File: src/rtl/id_ex_stage_pkg.sv
// ----------------------------------------------------------------------------
// id_ex_stage_pkg
// Shared encodings for the ID/EX boundary: RegDst and MemtoReg selects, ALU
// operation codes, architectural register indices, the packed control word
// carried through ID/EX, and small helpers used by the stage.
// ----------------------------------------------------------------------------
package id_ex_stage_pkg;

    localparam int unsigned REG_W   = 5;
    localparam int unsigned CNT_W   = 32;
    localparam int unsigned ALUOP_W = 4;
    localparam int unsigned SEL_W   = 2;

    // RegDst encodings (3 behaves like RD_RT)
    localparam logic [SEL_W-1:0] RD_RT = 2'd0;
    localparam logic [SEL_W-1:0] RD_RD = 2'd1;
    localparam logic [SEL_W-1:0] RD_RA = 2'd2;

    // MemtoReg encodings
    localparam logic [SEL_W-1:0] WB_ALU = 2'd0;
    localparam logic [SEL_W-1:0] WB_MEM = 2'd1;
    localparam logic [SEL_W-1:0] WB_PC4 = 2'd2;

    // ALUOp codes
    localparam logic [ALUOP_W-1:0] ALU_ADD  = 4'd0;
    localparam logic [ALUOP_W-1:0] ALU_SUB  = 4'd1;
    localparam logic [ALUOP_W-1:0] ALU_AND  = 4'd2;
    localparam logic [ALUOP_W-1:0] ALU_OR   = 4'd3;
    localparam logic [ALUOP_W-1:0] ALU_XOR  = 4'd4;
    localparam logic [ALUOP_W-1:0] ALU_NOR  = 4'd5;
    localparam logic [ALUOP_W-1:0] ALU_SLT  = 4'd6;
    localparam logic [ALUOP_W-1:0] ALU_SLTU = 4'd7;
    localparam logic [ALUOP_W-1:0] ALU_SLL  = 4'd8;
    localparam logic [ALUOP_W-1:0] ALU_SRL  = 4'd9;
    localparam logic [ALUOP_W-1:0] ALU_SRA  = 4'd10;
    localparam logic [ALUOP_W-1:0] ALU_LUI  = 4'd11;

    // Architectural register indices
    localparam logic [REG_W-1:0] REG_ZERO = 5'd0;
    localparam logic [REG_W-1:0] REG_RA   = 5'd31;

    // Control word carried from ID into EX
    typedef struct packed {
        logic                 reg_write;
        logic                 mem_read;
        logic                 mem_write;
        logic                 alu_src;
        logic [SEL_W-1:0]     mem_to_reg;
        logic [ALUOP_W-1:0]   alu_op;
    } ctrl_t;

    // Saturating increment for debug event counters
    function automatic logic [CNT_W-1:0] sat_inc(input logic [CNT_W-1:0] v);
        return (&v) ? v : v + CNT_W'(1);
    endfunction

    // Destination register select after RegDst decode
    function automatic logic [REG_W-1:0] dest_sel(
        input logic [SEL_W-1:0] reg_dst,
        input logic [REG_W-1:0] rt,
        input logic [REG_W-1:0] rd,
        input logic [REG_W-1:0] ra
    );
        logic [REG_W-1:0] sel;
        sel = rt;
        case (reg_dst)
            RD_RD:   sel = rd;
            RD_RA:   sel = ra;
            default: sel = rt;
        endcase
        return sel;
    endfunction

endpackage

File: src/rtl/id_ex_stage_hazard_detect.sv
// ----------------------------------------------------------------------------
// hazard_detect
// Pure combinational load-use detection for the instruction in ID against the
// load sitting in EX, and the resulting freeze request for PC and IF/ID.
// Ports:
//   id_valid, uses_rs, uses_rt, rs, rt : ID instruction and its source usage
//   ex_valid, ex_mem_read, ex_write_reg : registered EX-side state
//   flush, hold                         : pipeline control inputs
//   load_use_c                          : raw load-use hazard
//   stall_c                             : freeze PC and IF/ID this cycle
// ----------------------------------------------------------------------------
module hazard_detect
    import id_ex_stage_pkg::*;
(
    input  logic             id_valid,
    input  logic             uses_rs,
    input  logic             uses_rt,
    input  logic [REG_W-1:0] rs,
    input  logic [REG_W-1:0] rt,
    input  logic             ex_valid,
    input  logic             ex_mem_read,
    input  logic [REG_W-1:0] ex_write_reg,
    input  logic             flush,
    input  logic             hold,
    output logic             load_use_c,
    output logic             stall_c
);

    logic rs_hit;
    logic rt_hit;
    logic ex_load;

    // Only count a source match when the instruction really reads that field
    assign rs_hit  = uses_rs & (rs == ex_write_reg);
    assign rt_hit  = uses_rt & (rt == ex_write_reg);

    // A load targeting $0 produces nothing to wait for
    assign ex_load = ex_valid & ex_mem_read & (ex_write_reg != REG_ZERO);

    assign load_use_c = id_valid & ex_load & (rs_hit | rt_hit);

    // A taken branch/jump kills the ID instruction, so its hazard is moot
    assign stall_c = hold | (load_use_c & ~flush);

endmodule

File: src/rtl/id_ex_stage.sv
// ----------------------------------------------------------------------------
// id_ex_stage
// ID/EX pipeline register of the 5-stage MIPS pipeline. Captures register-file
// read data, immediate, PC+4, source indices and the decoded control word,
// decodes the destination register, inserts bubbles on load-use stall or
// flush, freezes on downstream hold, and keeps saturating stall/flush counters.
// Ports:
//   clk, reset                     : clock, synchronous active-high reset
//   i_* (ID side)                  : instruction data, fields and control
//   i_Flush, i_Hold                : kill ID instruction / freeze stage
//   o_Stall                        : combinational freeze of PC and IF/ID
//   o_* (EX side)                  : registered copies for the EX stage
//   o_Stall_count, o_Flush_count   : saturating debug event counters
// ----------------------------------------------------------------------------
module id_ex_stage
    import id_ex_stage_pkg::*;
#(
    parameter int unsigned      DW     = 32,
    parameter logic [REG_W-1:0] RA_REG = REG_RA
) (
    input  logic               clk,
    input  logic               reset,
    input  logic               i_Valid,
    input  logic [DW-1:0]      i_Read_data1,
    input  logic [DW-1:0]      i_Read_data2,
    input  logic [REG_W-1:0]   i_Rs,
    input  logic [REG_W-1:0]   i_Rt,
    input  logic [REG_W-1:0]   i_Rd,
    input  logic               i_Uses_rs,
    input  logic               i_Uses_rt,
    input  logic [DW-1:0]      i_Imm_ext,
    input  logic [DW-1:0]      i_PC_plus4,
    input  logic               i_RegWrite,
    input  logic               i_MemRead,
    input  logic               i_MemWrite,
    input  logic               i_ALUSrc,
    input  logic [SEL_W-1:0]   i_MemtoReg,
    input  logic [SEL_W-1:0]   i_RegDst,
    input  logic [ALUOP_W-1:0] i_ALUOp,
    input  logic               i_Flush,
    input  logic               i_Hold,
    output logic               o_Stall,
    output logic               o_Valid,
    output logic [DW-1:0]      o_Read_data1,
    output logic [DW-1:0]      o_Read_data2,
    output logic [DW-1:0]      o_Imm_ext,
    output logic [DW-1:0]      o_PC_plus4,
    output logic [REG_W-1:0]   o_Rs,
    output logic [REG_W-1:0]   o_Rt,
    output logic [REG_W-1:0]   o_WriteReg,
    output logic               o_RegWrite,
    output logic               o_MemRead,
    output logic               o_MemWrite,
    output logic               o_ALUSrc,
    output logic [SEL_W-1:0]   o_MemtoReg,
    output logic [ALUOP_W-1:0] o_ALUOp,
    output logic [CNT_W-1:0]   o_Stall_count,
    output logic [CNT_W-1:0]   o_Flush_count
);

    // ID/EX register state
    logic             valid_q;
    logic [DW-1:0]    rd1_q;
    logic [DW-1:0]    rd2_q;
    logic [DW-1:0]    imm_q;
    logic [DW-1:0]    pc4_q;
    logic [REG_W-1:0] rs_q;
    logic [REG_W-1:0] rt_q;
    logic [REG_W-1:0] wr_q;
    ctrl_t            ctrl_q;
    logic [CNT_W-1:0] stall_cnt;
    logic [CNT_W-1:0] flush_cnt;

    // Next-capture values
    ctrl_t            ctrl_d;
    logic [REG_W-1:0] wr_d;
    logic             load_use;
    logic             stall;

    // Load-use detection against the instruction currently in EX
    hazard_detect u_hazard (
        .id_valid     (i_Valid),
        .uses_rs      (i_Uses_rs),
        .uses_rt      (i_Uses_rt),
        .rs           (i_Rs),
        .rt           (i_Rt),
        .ex_valid     (valid_q),
        .ex_mem_read  (ctrl_q.mem_read),
        .ex_write_reg (wr_q),
        .flush        (i_Flush),
        .hold         (i_Hold),
        .load_use_c   (load_use),
        .stall_c      (stall)
    );

    // Control word qualified by i_Valid so an invalid slot never has side effects
    always_comb begin
        ctrl_d            = '0;
        ctrl_d.reg_write  = i_RegWrite & i_Valid;
        ctrl_d.mem_read   = i_MemRead  & i_Valid;
        ctrl_d.mem_write  = i_MemWrite & i_Valid;
        ctrl_d.alu_src    = i_ALUSrc   & i_Valid;
        ctrl_d.mem_to_reg = i_MemtoReg;
        ctrl_d.alu_op     = i_ALUOp;
        wr_d              = dest_sel(i_RegDst, i_Rt, i_Rd, RA_REG);
    end

    // Pipeline register and counters: reset > hold > flush > load-use > capture
    always_ff @(posedge clk) begin
        if (reset) begin
            valid_q   <= 1'b0;
            rd1_q     <= '0;
            rd2_q     <= '0;
            imm_q     <= '0;
            pc4_q     <= '0;
            rs_q      <= '0;
            rt_q      <= '0;
            wr_q      <= '0;
            ctrl_q    <= '0;
            stall_cnt <= '0;
            flush_cnt <= '0;
        end else if (i_Hold) begin
            // downstream frozen: everything keeps its value
        end else if (i_Flush || load_use) begin
            valid_q <= 1'b0;
            rd1_q   <= '0;
            rd2_q   <= '0;
            imm_q   <= '0;
            pc4_q   <= '0;
            rs_q    <= '0;
            rt_q    <= '0;
            wr_q    <= '0;
            ctrl_q  <= '0;
            if (i_Flush) begin
                flush_cnt <= sat_inc(flush_cnt);
            end else begin
                stall_cnt <= sat_inc(stall_cnt);
            end
        end else begin
            valid_q <= i_Valid;
            rd1_q   <= i_Read_data1;
            rd2_q   <= i_Read_data2;
            imm_q   <= i_Imm_ext;
            pc4_q   <= i_PC_plus4;
            rs_q    <= i_Rs;
            rt_q    <= i_Rt;
            wr_q    <= wr_d;
            ctrl_q  <= ctrl_d;
        end
    end

    assign o_Stall       = stall;
    assign o_Valid       = valid_q;
    assign o_Read_data1  = rd1_q;
    assign o_Read_data2  = rd2_q;
    assign o_Imm_ext     = imm_q;
    assign o_PC_plus4    = pc4_q;
    assign o_Rs          = rs_q;
    assign o_Rt          = rt_q;
    assign o_WriteReg    = wr_q;
    assign o_RegWrite    = ctrl_q.reg_write;
    assign o_MemRead     = ctrl_q.mem_read;
    assign o_MemWrite    = ctrl_q.mem_write;
    assign o_ALUSrc      = ctrl_q.alu_src;
    assign o_MemtoReg    = ctrl_q.mem_to_reg;
    assign o_ALUOp       = ctrl_q.alu_op;
    assign o_Stall_count = stall_cnt;
    assign o_Flush_count = flush_cnt;

endmodule

File: config.mk
export PLATFORM = sky130hd
export DESIGN_NAME = id_ex_stage
export DESIGN_NICKNAME = d
export VERILOG_FILES = /design/src/rtl/id_ex_stage_pkg.sv /design/src/rtl/id_ex_stage_hazard_detect.sv /design/src/rtl/id_ex_stage.sv
export SDC_FILE = /design/constraint.sdc
export NUM_CORES = 1
export LEC_CHECK = 0
export BUFFER_PORTS_ARGS = -buffer_cell sky130_fd_sc_hd__buf_2
export CAP_MARGIN = 20
export CORE_MARGIN = 2
export CORE_UTILIZATION = 24
export CTS_CLUSTER_DIAMETER = 200
export DETAILED_ROUTE_END_ITERATION = 16
export PLACE_DENSITY = 0.42
export SLEW_MARGIN = 20
export SYNTH_ARGS = -nofsm -noshare
export SYNTH_HDL_FRONTEND = slang
export SYNTH_SLANG_ARGS = --single-unit
export TNS_END_PERCENT = 20
File: constraint.sdc
create_clock -name clk -period 2.6 [get_ports clk]
set_clock_uncertainty 0.1 [all_clocks]
set_input_delay 0 -clock clk [delete_from_list [all_inputs] [get_ports clk]]
set_output_delay 0 -clock clk [all_outputs]
set_load 0.005 [all_outputs]
Word-level counts from Yosys, hierarchy flattened:

Cells that the tools add are included.

* $add $sub $neg: 2
* equality and inequality tests: 4
* muxes and demuxes: 10
* bitwise logic cells: 17
* reductions and logical operators: 6

Operators by type and width (number)
* 32-bit two-way mux: 4
* 32-bit by 1-bit adder with 32-bit output, second input constant: 2
* 32-bit AND reduction: 2
* 5-bit two-way mux: 3
* 1-bit AND: 11
* 5-bit == test: 2
* 10-bit two-way mux: 1
* 5-bit one-hot mux with 2 select lines: 1
* 4-bit AND reduction: 2
* 5-bit nonzero test: 1
* 1-bit NOT: 4
* 2-bit by 1-bit == test with 1-bit output, second input constant: 1
* 2-bit == test, second input constant: 1
* 1-bit OR: 2
* 1-bit logical OR: 1
* 1-bit two-way mux: 1

* register bits after elaboration: 218

Depth between registers and ports, before layout:

* depth after elaboration: 6
* gate-level depth with buffers: 9
* mapped depth without buffers: 7

Cells and area by module:

Synthesis repeated with hierarchy kept, for this count alone.

* cells, all modules: 953
* area, all modules: 8588.2 um^2

By module, submodules not included
* id_ex_stage: times used 1, cells each 933, area each 8425.6 um^2, seq. area each 4364.2 um^2
* hazard_detect: times used 1, cells each 20, area each 162.7 um^2, seq. area each 0.0 um^2

Least setup slack after synthesis:

Ideal clock, no wire load.

* path kind: reg-to-reg
* start: register flush_cnt[0], in the netlist o_Flush_count[0]
* end: register flush_cnt[6], in the netlist o_Flush_count[6]
* arrival time: 2.031 ns
* data required time: 2.372 ns
* path slack: 0.341 ns
* stages on the path, launching flop included: 8
* path buffers: 0
* cells stage by stage: dfxtp_1 > ha_1 > nand3_1 > nor4_4 > a311oi_4 > and4_4 > xnor2_1 > nor2_1

* word-level cells in the longest chain between the ends: 3
* elaborated cells between the ends (all ways): 4
* classes of those cells: 1 x add/sub; 1 x bitwise; 2 x reduce/logical

Ends and longest elaborated chain
* start, declared: RTL line id_ex_stage.sv:72 `logic [CNT_W-1:0] flush_cnt;`
* start signal, assigned: RTL line id_ex_stage.sv:135 `flush_cnt <= sat_inc(flush_cnt);`
* branches (longest 3 deep; another with 32-bit by 1-bit adder with 32-bit output)

Parallel ways; which one is timed is not known.
A chain may end at the register's enable or synchronous reset.

Final worst setup path:

* start: register wr_q[0], in the netlist o_WriteReg[0]
* end: register pc4_q[4], in the netlist o_PC_plus4[4]

* word-level cells in the longest chain between the ends: 6
* elaborated cells between the ends (all ways): 11
* classes of those cells: 2 x eq/ne; 1 x mux; 6 x bitwise; 2 x reduce/logical

Ends and longest elaborated chain
* start, declared: RTL line id_ex_stage.sv:69 `logic [REG_W-1:0] wr_q;`
* start signal, assigned: RTL line id_ex_stage.sv:147 `wr_q <= wr_d;`
* 5-bit == test (tied with other cells): RTL line id_ex_stage_hazard_detect.sv:34 `assign rs_hit = uses_rs & (rs == ex_write_reg);`
* 1-bit AND (on tied branches): RTL line id_ex_stage_hazard_detect.sv:34, id_ex_stage_hazard_detect.sv:35, id_ex_stage_hazard_detect.sv:38
* 1-bit OR or 1-bit AND (tied branches): RTL line id_ex_stage_hazard_detect.sv:40 `assign load_use_c = id_valid & ex_load & (rs_hit | rt_hit);`
* 1-bit AND (*): RTL line id_ex_stage_hazard_detect.sv:40
* 1-bit logical OR (*): RTL line id_ex_stage.sv:124 `end else if (i_Flush || load_use) begin`
* 32-bit two-way mux (*): RTL line id_ex_stage.sv:124
* end signal, assigned: RTL line id_ex_stage.sv:144 `pc4_q <= i_PC_plus4;`
* end, declared: RTL line id_ex_stage.sv:66 `logic [DW-1:0] pc4_q;`

Every way passes the cells marked *; elsewhere a longest branch is shown, timed or not.

==> results by group <==
GRT
  – Initial antenna violation count: 2
  – GRT overflow: 0
  – First-pass GRT wire length: 46.9 mm
  – GRT Util Overall: 15.9%
  – Pin count of the biggest net entering global routing: 107
  – Vias in the first global route: 8263

Routing
  – # DRC: 0
  – Drt first-iter violations: 349
  – Routed Antenna Nets: 0
  – Pre-antenna DRT Iters: 4
  – Post-DR wirelength/cell: 16.4 um
  – Via count: 8741
  – Via-to-Cell Ratio: 4.55
  – DRT Wirelength: 31.5 mm

Clock network
  – CTS tree: built
  – CTS sink cnt: 218
  – CTS max path bufs: 3
  – Clock Pin Slew Worst Setup and Hold Paths: 0.06 ns
  – Later-pin clock latency in the skew report: 0.53 ns
  – Post-cts sizing count: 0
  – CTS root buf: clkbuf_16
  – Clock buffer count from CTS: 26
  – H-tree depth: 1

Die
  – Row count: 68
  – Ports: 381
  – Core Box Area: 34600 um^2
  – Initial Util: 24.4%
  – Die height: 192 um
  – Die width: 192 um
  – Die area: 36700 um^2

STA
  – Setup TNS: 0 ns
  – Tmin final: 2.36 ns
  – RSZ-0062 raised after global routing: no
  – Achievable frequency: 0.424 GHz
  – Slew Viols, Final: 0
  – Setup violations, final: 0
  – Worst-Margin Slew: 0.916 ns
  – Period utilisation layout: 90.8%
  – Final hold violations: 0
  – Max transition margin: 38.9%

Worst setup path
  – Family with the most delay on the worst path: simple AND/OR/NAND/NOR gates
  – Crit Path Category: reg -> reg
  – CP max stage delay: 0.63 ns
  – Setup crit end kind: flip-flop
  – Crit-path slowest cell: or4_1
  – Critical Path RT: 2.95 ns
  – CP Cell Sequence: or4_1 > o21a_1 > a21oi_4 > buf_12 > a22oi_1 > nor2_1
  – Critical Path Start Type: flip-flop
  – WP buf/inv: 1
  – Critical Path Fanout Max: 75
  – Critical path data arrival time: 2.71 ns

Yosys
  – Post-synth top flop: dfxtp_1
  – Synth warnings: 0
  – Seq/Total Area, Yosys: 51.6%
  – EDFF count, synth: 0
  – Share of flip-flops with an asynchronous set or reset: 0%
  – Mean Syn Cell Area: 9.23 um^2
  – Mapped Area: 8450 um^2
  – Post-synth net total: 1082
  – Mapped Cells: 916
  – Post-synthesis cell type count: 50
  – #FFs+latches synth: 218

Power
  – Power share of the combinational group: 10.2%
  – Leak: 5.96 nW
  – Final Total Pwr: 7.86 mW
  – Clock share of power: 45.5%
  – Psw: 1.87 mW
  – Power Density: 590 nW/um^2
  – Peak supply drop: 423 uV
  – Flop pwr share: 44.3%
  – Pint: 5.99 mW
  – Sw Ratio: 23.8%

Min path
  – Class of the worst hold path: in -> reg

Place
  – Buffers on Ports: 380
  – Global placer's final weighted congestion: 0.722
  – HPWL Detailed: 21.4 mm

Cells and area
  – Nets: 1608
  – Share of post-route cells with drive strength above 1: 32.0%
  – FILL cells: 3561
  – P&R area growth vs syn: 57.7%

Job
  – Maxcap violations: 0

Run status
  – Status: completed
[timing repair]
item / CTS / global route
buffers inserted: 0 / 1
setup endpoints to repair: 0 / 1
hold endpoints to repair: 211 / 0
hold buffers: 156 / 0
[registers in the layout, summed over array words and instances (netlist names), 2 cells and up]
register and cells:
o_Flush_count 32, o_Imm_ext 32, o_PC_plus4 32, o_Read_data1 32
o_Read_data2 32, o_Stall_count 32, o_Rs 5, o_Rt 5
o_WriteReg 5, o_ALUOp 4, o_MemtoReg 2
[metal layers]
metal,up-vias,track usage (%),wire (um)
met5,-,0,0
met2,278,26.5,14700
li1,4335,-,-
met3,46,3.91,2170
met1,4082,20.5,13800
met4,0,4.23,796
[synth_stat cells, types with 7 or more instances]
library cell  number  area share, %
buf_4              7           0.62
or4_1             10           0.89
dfxtp_1          218             52
xor2_1            33            3.4
a22oi_1          150             13
or3_1             11           0.81
nand2_1           31            1.4
xnor2_1           16            1.7
nand3_1           27            1.6
clkbuf_1          45            2.0
a21oi_1           23            1.4
inv_1              8           0.36
nand4_1           26            1.9
o21ai_0           18            1.1
buf_2             13           0.77
and3_1             8           0.59
nor2_1           203            9.0
[tightest hold or removal path: stages]
cell	delay [ns]
buf_2	0.14
inv_1	0.17
a311oi_4	0.12
xnor2_1	0.15
nor2_1	0.04
[cell families (layout without fill, tap and decap cells)]
family / count (synthesis) / count (layout) / synth area share [%]
adder cells (fa/ha/maj): 4 / 4 / 0.592
multiplexers: 5 / 5 / 0.636
buffers and inverters: 74 / 620 / 3.79
flip-flops: 218 / 218 / 51.6
other: 0 / 2 / 0
AO/OA/AOI/OAI: 213 / 213 / 18.6
AND/OR/NAND/NOR: 353 / 353 / 19.6
XOR/XNOR: 49 / 49 / 5.08
[power by group through the flow]
stage / Clock [mW] / Combinational, mW / Sequential [mW]
2_1_floorplan: 0 / 0.279 / 3.56
3_3_place_gp: 0 / 0.621 / 3.55
3_5_place_dp: 0 / 0.621 / 3.55
4_1_cts: 3.72 / 0.816 / 3.48
5_1_grt: 3.85 / 0.882 / 3.49
6_report: 3.57 / 0.804 / 3.48
[path summary, 6_finish.rpt]
kind	slack, ns	end	depth (start not counted)	startpoint
worst max-delay path	0.24	o_PC_plus4[4]$_SDFFE_PP0N_	6	o_WriteReg[0]$_SDFFE_PP0N_
worst min-delay path	0.03	o_Flush_count[0]$_SDFFE_PP0P_	5	i_Flush
worst max register to register	0.24	o_PC_plus4[4]$_SDFFE_PP0N_	6	o_WriteReg[0]$_SDFFE_PP0N_
worst min register to register	0.38	o_MemWrite$_SDFFE_PP0N_	2	o_MemWrite$_SDFFE_PP0N_
[final cells by class]
| cell class | count | area [um^2] | area share [%] |
|---|---|---|---|
| well taps | 455 | 569 | 4.27 |
| diodes | 2 | 5.00 | 0.0375 |
| multi-input cells | 624 | 3780 | 28.3 |
| repair buffers | 564 | 3740 | 28.1 |
| inverters | 8 | 30.0 | 0.225 |
| clock buffers | 45 | 823 | 6.18 |
| flip-flops and latches | 218 | 4360 | 32.7 |
| clock inverters | 3 | 15.0 | 0.113 |
[cell usage in the layout, fill, tap and decap left out, types with 11 or more instances in the layout]
cell	netlist	final
a21oi_1	23	23
a22oi_1	150	150
buf_2	13	378
buf_4	7	24
clkbuf_16	0	27
dfxtp_1	218	218
dlygate4sd3_1	0	156
nand2_1	31	31
nand3_1	27	27
nand4_1	26	26
nor2_1	203	203
o21ai_0	18	18
or3_1	11	11
xnor2_1	16	16
xor2_1	33	33
[metrics by stage]
step                      area (um^2)  std cells  utilization, %  hold WS (ns)  setup WS, ns
after floorplan                  8450        916               -        0.0441         0.341
after global placement          10900       1712            31.5         0.129         0.310
after detailed placement        10900       1712            31.5         0.138         0.271
after CTS                       13300       1916            38.5       0.00173         0.242
after global routing            13300       1919            38.5        0.0503        0.0419
final                           13300       1919            38.5        0.0281         0.239
Note: power is estimated with default switching activity, not from simulation.
